===== config.mk =====
export PLATFORM = sky130hd
export DESIGN_NAME = idelay_sweep_ctrl
export DESIGN_NICKNAME = d
export VERILOG_FILES = /design/src/rtl/idelay_sweep_ctrl.sv
export SDC_FILE = /design/constraint.sdc
export NUM_CORES = 1
export LEC_CHECK = 0
export BUFFER_PORTS_ARGS = -buffer_cell sky130_fd_sc_hd__buf_2
export CORE_ASPECT_RATIO = 1.1
export CORE_UTILIZATION = 45
export CTS_CLUSTER_DIAMETER = 150
export DETAILED_ROUTE_END_ITERATION = 6
export PLACE_DENSITY_LB_ADDON = 0.12
export SLEW_MARGIN = 40
export SYNTH_ARGS = -nofsm -noshare
export SYNTH_HDL_FRONTEND = slang
export SYNTH_SLANG_ARGS = --single-unit

===== constraint.sdc =====
create_clock -name clk -period 3.3 [get_ports clk]
set_clock_uncertainty 0.1 [all_clocks]
set_input_delay 0.33 -clock clk [delete_from_list [all_inputs] [get_ports clk]]
set_output_delay 0.33 -clock clk [all_outputs]
set_load 0.05 [all_outputs]

===== src/rtl/idelay_sweep_ctrl.sv =====
// idelay_sweep_ctrl: sweeps the IDELAY tap 0..TAPS-1, counts errors per tap, emits (tap, count) records
// Ports:
//   clk, rst_n       clock, asynchronous active-low reset
//   start_i          sweep request, sampled only while idle
//   abort_i          synchronous abort back to idle (ignored while idle)
//   err_i            per-cycle error flag from the checker
//   delay_o          registered IDELAY tap value
//   delay_ld_o       one-cycle load strobe when delay_o changes
//   busy_o           high whenever a sweep is in progress
//   done_o           one-cycle pulse after the last record is accepted
//   out_valid_o      record valid, held until out_ready_i
//   out_ready_i      record accept
//   out_tap_o        tap index of the record
//   out_count_o      saturating error count of the record
module idelay_sweep_ctrl #(
   parameter int TAPS          = 32,
   parameter int SETTLE_CYCLES = 16,
   parameter int WINDOW_LOG2   = 16,
   parameter int COUNT_WIDTH   = 24
) (
   input  logic                   clk,
   input  logic                   rst_n,
   input  logic                   start_i,
   input  logic                   abort_i,
   input  logic                   err_i,
   output logic [4:0]             delay_o,
   output logic                   delay_ld_o,
   output logic                   busy_o,
   output logic                   done_o,
   output logic                   out_valid_o,
   input  logic                   out_ready_i,
   output logic [4:0]             out_tap_o,
   output logic [COUNT_WIDTH-1:0] out_count_o
);
   localparam int SW = $clog2(SETTLE_CYCLES + 1);
   typedef enum logic [2:0] {IDLE, LOAD, SETTLE, COUNT, EMIT} state_t;
   state_t                 state_q, state_d;
   logic [4:0]             tap_q, tap_d, delay_q, delay_d, out_tap_q, out_tap_d;
   logic [SW-1:0]          set_q, set_d;
   logic [WINDOW_LOG2-1:0] win_q, win_d;
   logic [COUNT_WIDTH-1:0] err_q, err_d, err_inc, out_count_q, out_count_d;
   logic                   delay_ld_q, busy_q, done_q, done_d, valid_q, valid_d;
   // saturating increment: holds at all-ones instead of wrapping
   assign err_inc = (err_i && err_q != '1) ? err_q + COUNT_WIDTH'(1) : err_q;
   always_comb begin
      state_d     = state_q;
      tap_d       = tap_q;
      set_d       = set_q;
      win_d       = win_q;
      err_d       = err_q;
      valid_d     = valid_q;
      out_tap_d   = out_tap_q;
      out_count_d = out_count_q;
      done_d      = 1'b0;
      case (state_q)
         IDLE: if (start_i) begin
            state_d = LOAD;
            tap_d   = '0;
         end
         LOAD: begin
            set_d   = '0;
            win_d   = '0;
            err_d   = '0;
            state_d = SETTLE;
         end
         SETTLE: begin
            set_d = set_q + SW'(1);
            if (set_q == SW'(SETTLE_CYCLES - 1)) state_d = COUNT;
         end
         COUNT: begin
            // window counter wraps to zero on its last cycle, ready for the next tap
            win_d = win_q + WINDOW_LOG2'(1);
            err_d = err_inc;
            if (win_q == '1) begin
               state_d     = EMIT;
               valid_d     = 1'b1;
               out_tap_d   = tap_q;
               out_count_d = err_inc;
            end
         end
         EMIT: if (out_ready_i) begin
            valid_d = 1'b0;
            if (tap_q == 5'(TAPS - 1)) begin
               state_d = IDLE;
               done_d  = 1'b1;
            end else begin
               state_d = LOAD;
               tap_d   = tap_q + 5'd1;
            end
         end
         default: state_d = IDLE;
      endcase
      // abort overrides any transition, including a simultaneous handshake
      if (abort_i && state_q != IDLE) begin
         state_d = IDLE;
         valid_d = 1'b0;
         done_d  = 1'b0;
         tap_d   = '0;
         set_d   = '0;
         win_d   = '0;
         err_d   = '0;
      end
      // DELAY is loaded on entry to LOAD so it and its strobe are visible during LOAD
      delay_d = (state_d == LOAD) ? tap_d : delay_q;
   end
   always_ff @(posedge clk or negedge rst_n) begin
      if (!rst_n) begin
         state_q     <= IDLE;
         tap_q       <= '0;
         set_q       <= '0;
         win_q       <= '0;
         err_q       <= '0;
         delay_q     <= '0;
         delay_ld_q  <= 1'b0;
         busy_q      <= 1'b0;
         done_q      <= 1'b0;
         valid_q     <= 1'b0;
         out_tap_q   <= '0;
         out_count_q <= '0;
      end else begin
         state_q     <= state_d;
         tap_q       <= tap_d;
         set_q       <= set_d;
         win_q       <= win_d;
         err_q       <= err_d;
         delay_q     <= delay_d;
         delay_ld_q  <= state_d == LOAD;
         busy_q      <= state_d != IDLE;
         done_q      <= done_d;
         valid_q     <= valid_d;
         out_tap_q   <= out_tap_d;
         out_count_q <= out_count_d;
      end
   end
   assign delay_o     = delay_q;
   assign delay_ld_o  = delay_ld_q;
   assign busy_o      = busy_q;
   assign done_o      = done_q;
   assign out_valid_o = valid_q;
   assign out_tap_o   = out_tap_q;
   assign out_count_o = out_count_q;
endmodule


==> run_results.csv <==
group,metric,value,unit
floorplanning,row_count,39,
detailed_routing,vias,4023,
clock_network,clk_pin_slew,70,ps
synth,ys_top_cells_by_area,"dfrtp_1 47%, o21ai_0 6.4%, nand2_1 6.1%",
floorplanning,die_area,0.0112,mm^2
place,dpl_cell_area,0.00517,mm^2
synth,synth_nets,542,
synth,synthDominantCellAreaShare,46.8,%
synth,syn_avg_cell_area,9.16,um^2
worst_setup_path,start_kind,"flip-flop",
detailed_routing,viasPerCell,5.69,
floorplanning,initial_core_util,46.6,%
global_routing,grt_pass1_vias,3756,
clock_network,h-tree-depth,3,
place,hpwl,7320,um
detailed_routing,first_pass_iters,4,
clock_network,cts_tree,"yes",
synth,synth_ff_type,"dfrtp_1",
global_routing,grt_max_degree,83,
synth,synth.cells.most_frequent,"91 x dfrtp_1, 79 x nand2_1, 62 x o21ai_0",
clock_network,cts.repair.resized,0,
place,portBuffers,43,
sta,max_clock_freq,398,MHz
global_routing,grt_overflow,0,
power_and_ir_drop,power-per-cell-area,442,mW/mm^2
place,gp_congestion,0.804,
detailed_routing,drc_errors,0,
power_and_ir_drop,leakage,2.35,nW
detailed_routing,drt-initial-drc-count,173,
synth,synth_area,0.00486,mm^2
min_path,hold_class,"input port to flip-flop",
synth,synth_most_common_cell,"dfrtp_1",
floorplanning,die_y,111,um
floorplanning,core,0.0104,mm^2
sta,max_slew_margin,50.3,%
worst_setup_path,worst-path-max-fanout,14,
status,outcome,"completed",
floorplanning,ios,44,
sta,hold_viol_final,0,
synth,synth-edff-count,0,
worst_setup_path,crit_chain,"nor2_2, nand4_1, a2bb2oi_1, a211oi_2, mux2_2",
worst_setup_path,crit_family,"compound AO/OA/AOI/OAI gates",
synth,yosysWarnings,0,
sta,setup-tns-final,0,ps
layout,area.growth.synth_to_final,12.8,%
floorplanning,die_x,101,um
clock_network,cts_buffer_depth,2,
worst_setup_path,critPathBufInv,0,
global_routing,grt_usage,20.9,%
worst_setup_path,cp.required,3440,ps
detailed_routing,routed.top_layer,"met4",
global_routing,grt_antenna_before_repair,0,
power_and_ir_drop,vdd_drop_max,0.216,mV
sta,final_max_slew_viol_count,0,
synth,netlist_instances,531,
layout,nFillCells,1000,
clock_network,clock-sinks,91,
detailed_routing,drt-total-wl,11000,um
sta,setup_viol,0,
layout,nets,570,
worst_setup_path,path_class,"flip-flop to flip-flop",
detailed_routing,wl_per_cell,15.6,um
sta,fin_crit_sh,76.0,%
power_and_ir_drop,total_power,2.42,mW
clock_network,clk_latency,350,ps
worst_setup_path,crit_path_max_incr_delay,540,ps
clock_network,cts_made_buffers,9,
synth,yosysTopAreaCell,"dfrtp_1",
detailed_routing,route.met2.wl,5460,um
worst_setup_path,worstPathArrival,2650,ps
sta,fin_crit,2510,ps
detailed_routing,wl_met3,345,um
synth,synth_seq_cells,91,
detailed_routing,m1WireLength,5030,um
worst_setup_path,crit_slowest_cell,"dfrtp_1",
layout,finalInstanceArea,0.00549,mm^2
sta,tightestPinTransition,743,ps
layout,antenna_cells,0,
synth,ys_seq_area_share,46.8,%
worst_setup_path,setup.worst_path.end_class,"flip-flop",
global_routing,grt_pass1_wl,18400,um
layout,ff_latch_area,0.00228,mm^2
layout,multi_input_area,0.00239,mm^2
clock_network,clockRootBuffer,"clkbuf_16",
synth,async_flop_share,100,%
layout,final_layout_size_suffix_gt1_share,16.1,%
synth,synth_cell_type_count,60,
detailed_routing,antenna_left,0,
run,cap_violations,0,
sta,rsz0062_at_grt,"no",
layout make-up:
| cell class | instances | share of cell area (%) |
|---|---|---|
| clock inverters | 7 | 1.44 |
| inverters | 16 | 1.09 |
| multi-input cells | 392 | 43.6 |
| clock buffers | 9 | 4.11 |
| well taps | 143 | 3.26 |
| flip-flops and latches | 91 | 41.5 |
| repair buffers | 49 | 4.95 |
per-layer routing:
layer  vias up  GRT usage (%)
li1       1998              -
met1      1938           27.0
met2        71           34.0
met3        16           4.22
met4         0           8.60
met5         -              0
flip-flops by register name, summed over array words and instances (netlist names), 3 cells and up:
name,flops
err_q,24
out_tap_o,5
delay_o,5
tap_q,5
set_q,5
out_count_o,24
state_q,3
win_q,16
cells in the final DEF, fill, tap and decap left out, drive strengths merged, types with 3 or more instances in the layout:
master    netlist  routed
clkinvlp        0       3
o211ai          4       4
xor2            7       7
a31oi          14      14
a21oi          27      27
ha              5       5
mux2            6       6
and4            8       8
clkinv          0       3
buf            10      47
o21ai          74      74
nand4          15      15
a22o            7       7
a41oi           3       3
nand3          21      21
nand2b          6       6
nor4            6       6
o2111ai         5       5
dfrtp          91      91
and2            3       3
or3            10      10
or4             3       3
nor3           13      13
inv            16      16
and3            9       9
nor2           22      22
nand2          79      79
xnor2          18      18
clkbuf         22      10
tightest hold or removal path, cell delays in order:
cell     delay, ps
buf_2          130
nand3_1         70
nor3_1          40
logic make-up (layout without fill, tap and decap cells):
kind of cell             after synthesis  after routing  synth area share (%)
multiplexers                           8              8                  1.80
adder cells (fa/ha/maj)                5              5                  1.29
AO/OA/AOI/OAI                        155            155                  20.2
AND/OR/NAND/NOR                      199            199                  21.3
XOR/XNOR                              25             25                  4.50
flip-flops                            91             91                  46.8
buffers and inverters                 48             81                  4.07
where the power goes:
group	total, mW	internal, mW	switching [mW]	leakage, nW
registers	1.16	1.13	0.0284	1.14
clock network	1.05	0.590	0.459	0.138
logic	0.211	0.0607	0.150	1.07
total	2.42	1.78	0.638	2.35
per-stage QoR:
step / cells / hold WS, ps / setup slack [ps] / utilization [%]
finish: 707 / 161 / 791 / 52.5
global route: 707 / 157 / 578 / 52.5
CTS: 707 / 153 / 764 / 52.5
detailed placement: 690 / 335 / 767 / 49.5
global placement: 690 / 351 / 819 / 49.4
floorplan: 531 / -65.6 / 1210 / -
timing repair:
item,in CTS,in global routing
hold endpoints to repair,81,0
buffers inserted,0,0
setup endpoints to repair,0,0
hold buffers,1,0
final timing paths:
path / from / depth (start not counted) / slack, ps / end
max: state_q[1] / 5 / 790 / delay_o[1]
max in group asynchronous: rst_n / 3 / 1980 / win_q[15]
min reg2reg: out_tap_o[1] / 2 / 360 / out_tap_o[1]
min: out_ready_i / 3 / 160 / done_o
min in group asynchronous: rst_n / 2 / 490 / out_count_o[13]
max reg2reg: state_q[1] / 5 / 790 / delay_o[1]
No activity file was read; power rests on OpenSTA's default activity.
